--- src/rtl/cohort_mem_req_arbiter.sv ---
// cohort_mem_req_arbiter
//   Shares one 64-bit memory request port between NUM_REQ accelerator
//   requesters. Round-robin grant with a HOLD state that locks the presented
//   requester until the downstream port accepts. A tag FIFO records
//   {requester, type} for every accepted request. Responses come back in
//   request order and are routed to the originating requester.
//
//   Transaction type encoding: 0 = load, 1 = store.
//
//   Ports
//     clk_i, rst_ni                       clock, async active-low reset
//     req_valid_i/req_ready_o             per-requester request handshake
//     req_type_i/addr_i/size_i/data_i     per-requester payload, req0 at LSBs
//     mem_req_*                           downstream request channel
//     mem_rsp_valid_i/ready_o/data_i      downstream response channel
//     rsp_valid_o/ready_i                 one-hot response to originator
//     rsp_data_o, rsp_type_o              broadcast response payload
//     busy_o                              requests in flight
//     err_o                               sticky: response with nothing in flight
//     grant_cnt_o                         per-requester 32-bit grant counters
//
//   Optional feature: define COHORT_ARB_PERF_CNT_EN to build the saturating
//   grant counters; otherwise grant_cnt_o is tied to zero.
//
//   state | meaning
//   ARB   | no pending grant; pick next valid requester round-robin
//   HOLD  | grant presented but not accepted; locked to lock_q

module cohort_mem_req_arbiter #(
   parameter int NUM_REQ     = 4,
   parameter int OUTSTANDING = 4
) (
   input  logic                  clk_i,
   input  logic                  rst_ni,
   input  logic [NUM_REQ-1:0]    req_valid_i,
   output logic [NUM_REQ-1:0]    req_ready_o,
   input  logic [NUM_REQ-1:0]    req_type_i,
   input  logic [NUM_REQ*40-1:0] req_addr_i,
   input  logic [NUM_REQ*3-1:0]  req_size_i,
   input  logic [NUM_REQ*64-1:0] req_data_i,
   output logic                  mem_req_valid_o,
   input  logic                  mem_req_ready_i,
   output logic                  mem_req_type_o,
   output logic [39:0]           mem_req_addr_o,
   output logic [2:0]            mem_req_size_o,
   output logic [63:0]           mem_req_data_o,
   input  logic                  mem_rsp_valid_i,
   output logic                  mem_rsp_ready_o,
   input  logic [63:0]           mem_rsp_data_i,
   output logic [NUM_REQ-1:0]    rsp_valid_o,
   input  logic [NUM_REQ-1:0]    rsp_ready_i,
   output logic [63:0]           rsp_data_o,
   output logic                  rsp_type_o,
   output logic                  busy_o,
   output logic                  err_o,
   output logic [NUM_REQ*32-1:0] grant_cnt_o
);

   localparam int IDX_W  = $clog2(NUM_REQ);
   localparam int CAND_W = IDX_W + 1;
   localparam int PTR_W  = $clog2(OUTSTANDING);
   localparam int CNT_W  = PTR_W + 1;

   typedef enum logic {ST_ARB, ST_HOLD} state_t;

   state_t              state_q, state_d;
   logic [IDX_W-1:0]    lock_q, lock_d;
   logic [IDX_W-1:0]    rr_ptr_q;
   logic [PTR_W-1:0]    wr_ptr_q, rd_ptr_q;
   logic [CNT_W-1:0]    count_q;
   logic                err_q;
   logic [IDX_W:0]      tag_q [OUTSTANDING];

   logic [IDX_W-1:0]    sel_idx, grant_idx, head_idx;
   logic [CAND_W-1:0]   cand;
   logic                found, mem_req_valid, handshake;
   logic                fifo_empty, head_type, pop;

   // Round-robin pick: first valid index at or after rr_ptr_q, wrapping.
   always_comb begin
      sel_idx = '0;
      found   = 1'b0;
      cand    = '0;
      for (int k = 0; k < NUM_REQ; k++) begin
         cand = {1'b0, rr_ptr_q} + CAND_W'(k);
         if (cand >= CAND_W'(NUM_REQ)) cand = cand - CAND_W'(NUM_REQ);
         if (!found && req_valid_i[cand[IDX_W-1:0]]) begin
            found   = 1'b1;
            sel_idx = cand[IDX_W-1:0];
         end
      end
   end

   always_comb begin
      state_d       = state_q;
      lock_d        = lock_q;
      grant_idx     = sel_idx;
      mem_req_valid = 1'b0;
      case (state_q)
         ST_ARB: begin
            // Full gating uses the registered count, so a same-cycle pop never frees a slot.
            mem_req_valid = found && (count_q < CNT_W'(OUTSTANDING));
            if (mem_req_valid && !mem_req_ready_i) begin
               state_d = ST_HOLD;
               lock_d  = sel_idx;
            end
         end
         ST_HOLD: begin
            grant_idx     = lock_q;
            mem_req_valid = 1'b1;
            if (mem_req_ready_i) state_d = ST_ARB;
         end
         default: state_d = ST_ARB;
      endcase
   end

   assign handshake       = mem_req_valid && mem_req_ready_i;
   assign mem_req_valid_o = mem_req_valid;
   assign mem_req_type_o  = mem_req_valid ? req_type_i[grant_idx] : 1'b0;
   assign mem_req_addr_o  = mem_req_valid ? req_addr_i[grant_idx*40 +: 40] : '0;
   assign mem_req_size_o  = mem_req_valid ? req_size_i[grant_idx*3 +: 3] : '0;
   assign mem_req_data_o  = mem_req_valid ? req_data_i[grant_idx*64 +: 64] : '0;
   assign req_ready_o     = handshake ? (NUM_REQ'(1) << grant_idx) : '0;

   assign fifo_empty = (count_q == '0);
   assign head_idx   = tag_q[rd_ptr_q][IDX_W:1];
   assign head_type  = tag_q[rd_ptr_q][0];

   // With nothing in flight a response is accepted and dropped.
   always_comb begin
      rsp_valid_o     = '0;
      mem_rsp_ready_o = mem_rsp_valid_i;
      if (!fifo_empty) begin
         rsp_valid_o[head_idx] = mem_rsp_valid_i;
         mem_rsp_ready_o       = rsp_ready_i[head_idx];
      end
   end

   assign pop        = mem_rsp_valid_i && mem_rsp_ready_o && !fifo_empty;
   assign rsp_data_o = mem_rsp_data_i;
   assign rsp_type_o = fifo_empty ? 1'b0 : head_type;
   assign busy_o     = !fifo_empty;
   assign err_o      = err_q;

   always_ff @(posedge clk_i or negedge rst_ni) begin
      if (!rst_ni) begin
         state_q  <= ST_ARB;
         lock_q   <= '0;
         rr_ptr_q <= '0;
         wr_ptr_q <= '0;
         rd_ptr_q <= '0;
         count_q  <= '0;
         err_q    <= 1'b0;
      end else begin
         state_q <= state_d;
         lock_q  <= lock_d;
         if (handshake) begin
            rr_ptr_q <= (grant_idx == IDX_W'(NUM_REQ-1)) ? '0 : grant_idx + IDX_W'(1);
            wr_ptr_q <= wr_ptr_q + PTR_W'(1);
         end
         if (pop) rd_ptr_q <= rd_ptr_q + PTR_W'(1);
         case ({handshake, pop})
            2'b10:   count_q <= count_q + CNT_W'(1);
            2'b01:   count_q <= count_q - CNT_W'(1);
            default: count_q <= count_q;
         endcase
         if (mem_rsp_valid_i && fifo_empty) err_q <= 1'b1;
      end
   end

   always_ff @(posedge clk_i) begin
      if (handshake) tag_q[wr_ptr_q] <= {grant_idx, req_type_i[grant_idx]};
   end

`ifdef COHORT_ARB_PERF_CNT_EN
   for (genvar g = 0; g < NUM_REQ; g++) begin : g_cnt
      logic [31:0] cnt_q;
      always_ff @(posedge clk_i or negedge rst_ni) begin
         if (!rst_ni) cnt_q <= '0;
         else if (handshake && grant_idx == IDX_W'(g) && cnt_q != 32'hFFFF_FFFF)
            cnt_q <= cnt_q + 32'd1;
      end
      assign grant_cnt_o[g*32 +: 32] = cnt_q;
   end
`else
   assign grant_cnt_o = '0;
`endif

endmodule

--- config.mk ---
export PLATFORM = sky130hd
export DESIGN_NAME = cohort_mem_req_arbiter
export DESIGN_NICKNAME = d
export VERILOG_FILES = /design/src/rtl/cohort_mem_req_arbiter.sv
export SDC_FILE = /design/constraint.sdc
export NUM_CORES = 1
export LEC_CHECK = 0
export ABC_AREA = 1
export ABC_CLOCK_PERIOD_IN_PS = 2600
export BUFFER_PORTS_ARGS = -buffer_cell sky130_fd_sc_hd__buf_2
export CAP_MARGIN = 10
export CORE_AREA = 3 3 319 321
export DETAILED_ROUTE_END_ITERATION = 10
export DIE_AREA = 0 0 322 324
export SLEW_MARGIN = 20
export SYNTH_ARGS = -nofsm -noshare
export SYNTH_HDL_FRONTEND = slang
export SYNTH_SLANG_ARGS = --single-unit
--- constraint.sdc ---
create_clock -name clk_i -period 2.6 [get_ports clk_i]
set_clock_uncertainty 0.1 [all_clocks]
set_input_delay 0 -clock clk_i [delete_from_list [all_inputs] [get_ports clk_i]]
set_output_delay 0 -clock clk_i [all_outputs]
set_load 0.005 [all_outputs]
==> flow_summary.toml <==
[sta]
slew_viol_final = 0
worstMarginPinSlew_ns = 0.5198
hold_slack_ns = 0.07836
fmax_mhz = 361.4
setup-violations-final = 110
layout_setup_ws_ns = -0.1668
max_slew_margin = 0.6531
hold_viol_final = 0
rsz0062_at_grt = "true"
period_needed_ns = 2.767
finalCritPeriodShare = 1.064

[critical_path]
reg2reg_slack_ns = -0.03
worst-endpoint-required_ns = 2.50
critPathSlowestCell = "dfrtp_2"
worstPathCellList = "buf_6 -> nand2_1 -> nand2_1 -> nand2_1 -> nand2_2 -> nor2_4 -> nand3_2 -> nand2_2 -> nand2_2 -> nand2_8 -> buf_12 -> bufbuf_16 -> nand3_1 -> a21oi_2 -> buf_6"
cpPeakStageDelay_ns = 0.47
crit_fanout = 12
rr_worst_depth = 16
critical_path_class = "flop to primary output"
startpoint_type = "flop"
r2r-start = "rr_ptr_q[0]"
r2r_end = "count_q[2]"
cp-end-kind = "primary output"
arrival_ns = 2.67

[cts]
cts_buffers = 3
path_clk_slew_ns = 0.07
cts_buffer_depth = 2
cts_tree = "built"
htree_num_levels = 1
clk_latency_ns = 0.26
cts_root_buf = "clkbuf_16"
cts_sinks = 25

[yosys]
muxShareOfSynthArea = 0
ys_seq_area_frac = 0.07498
synth_xor_area_frac = 0.004789
yosys.area_share.simple = 0.4132
synth_compound_area_frac = 0.06827
synth_largest_area_cell = "nand3_1"
syn-cell-area_um2 = 9145
synth_top_family_by_area = "buffers and inverters"
avgSynthCellArea_um2 = 5.308
synth.ff_latch_count = 25
synth_top_area_frac = 0.3590
synthCells = 1723
synth_fa_ha_area_frac = 0.01450
yosys_warnings = 0
yosysUniqueCellTypes = 27
synthTopCellsByArea = "nand3_1 36%, inv_1 19%, buf_4 16%"

[drt]
drt_wl_total_mm = 66.24
wl_met2_mm = 29.69
wl_met1_mm = 27.77
drtPass1Iterations = 7
wl_per_cell_um = 18.21
viasPerCell = 3.699
drc = 0
wl_met3_mm = 7.246
route.top_layer_used = "met5"
vias = 13453
ant_nets = 0
drt_iter0_drc = 953

[floorplanning]
initial_utilization = 0.09185
pin_count = 821
dieWidth_um = 322
num_rows = 116
die_y_um = 324
fp.dieArea_um2 = 104300
core_um2 = 99570

[global_routing]
grt_max_degree = 71
antenna_found_initial = 29
grtUsageTotal = 0.1077
grt_pass1_wl_mm = 82.24
grt_pass1_vias = 11907
gr-total-overflow = 0

[pwr]
total_leakage_power_nw = 9.022
ir_worst_vdd_mv = 0.6548
power_mw = 27.24
p_per_area_nw_per_um2 = 1720

[cells_and_area]
area_growth_pct = 73.17
drive_above_1_share = 0.3900
fillers = 11610
fin_util = 0.1591
mostFrequentLayoutCell = "nand3_1"
fin_nets = 2842
layout_common_cells = "581 x nand3_1, 550 x buf_2, 459 x inv_1, 128 x conb_1, 86 x buf_4"

[placement]
dp_hpwl_mm = 48.88
io_buffers = 564
gp_congestion = 0.9172
post-place-ws_ns = 0.03198

[status]
violations = "negative setup slack"
outcome = "finished, violations left"

[min_path]
min_path_type = "primary input to asynchronous set/reset pin"

[job]
maxCapViolCount = 0
[state kept, by name, summed over array words and instances, names as in the netlist]
name      flops
tag_q        12
err_o         1
rd_ptr_q      2
state_q       1
rr_ptr_q      2
count_q       3
wr_ptr_q      2
lock_q        2
[power breakdown]
| group | internal [mW] | switching [mW] | leakage (nW) | total [mW] |
|---|---|---|---|---|
| Sequential | 0.643 | 0.125 | 0.262 | 0.768 |
| Clock | 0.213 | 0.151 | 0.0416 | 0.364 |
| Combinational | 11.2 | 14.9 | 8.72 | 26.1 |
[kinds of logic after synthesis]
group           after synthesis
compound gates              124
xor+xnor                      5
fa+ha+maj                    10
buf+inv                     789
flops                        25
other cells                   1
simple gates                769
[what timing repair did]
| item | in CTS | in global routing |
|---|---|---|
| gates cloned | 13 | 12 |
| hold buffers | 67 | 0 |
| pin swaps | 12 | 45 |
| setup endpoints to repair | 90 | 114 |
| gates resized for setup | 90 | 159 |
| hold endpoints to repair | 79 | 0 |
| setup buffers | 13 | 21 |
[Yosys cell counts]
master	count
a21oi_1	111
buf_1	3
buf_2	50
buf_4	195
buf_6	16
clkbuf_1	57
conb_1	1
dfrtp_1	13
edfxtp_1	12
fa_1	1
ha_1	9
inv_1	461
inv_2	7
nand2_1	69
nand2_2	2
nand2_4	4
nand3_1	656
nand3_2	3
nor2_1	29
nor2_4	1
nor3_1	2
o21ai_0	11
o22ai_1	1
o31ai_1	1
or2_2	3
xnor2_1	2
xor2_1	3
[worst max-delay path: cells and delay by family, from the launching register on]
kind / cells / cell delay [ns]
and+or+nand+nor: 10 / 1.06
buffers and inverters: 4 / 0.69
DFF: 1 / 0.47
AOI/OAI and AO/OA: 1 / 0.16
[cell type report]
type,count,area [um2],area share
antenna,16,40.04,0.002528
sequential,25,686.9,0.04338
multi-input combinational,1038,5918,0.3737
clock inverter,1,8.758,0.0005531
timing repair inverter,1,7.507,0.0004740
tap,1298,1624,0.1026
clock buffer,3,75.07,0.004740
timing repair buffer,787,5707,0.3604
inverter,468,1769,0.1117
[worst max-delay path by stage]
stage / from / slack [ns] / depth (start not counted) / endpoint
after detailed placement: rd_ptr_q[1] / 0.03 / 16 / count_q[2]
final: rr_ptr_q[0] / -0.17 / 15 / mem_req_data_o[23]
after global placement: rd_ptr_q[0] / -0.04 / 18 / count_q[2]
after CTS: rr_ptr_q[0] / -0.11 / 17 / mem_req_data_o[23]
after global routing: rr_ptr_q[0] / -0.33 / 15 / mem_req_data_o[23]
after floorplan: rr_ptr_q[0] / 0.009 / 17 / count_q[2]
[stage by stage]
| stage | setup TNS, ns | instances | cell area, um2 |
|---|---|---|---|
| 4_1_cts | -4.516 | 3588 | 14670 |
| 3_3_place_gp | -0.04265 | 3491 | 13050 |
| 3_5_place_dp | 0 | 3491 | 13050 |
| 2_1_floorplan | 0 | 1850 | 9641 |
| 6_report | -9.484 | 3637 | 15840 |
| 5_1_grt | -29.46 | 3622 | 15800 |
[layer usage]
layer / GRT usage / up-vias
met5: 0 / -
met4: 0.02371 / 20
met3: 0.03843 / 103
met2: 0.1702 / 815
met1: 0.1403 / 6199
li1: - / 6316
Power figures use the tool's default switching activity.
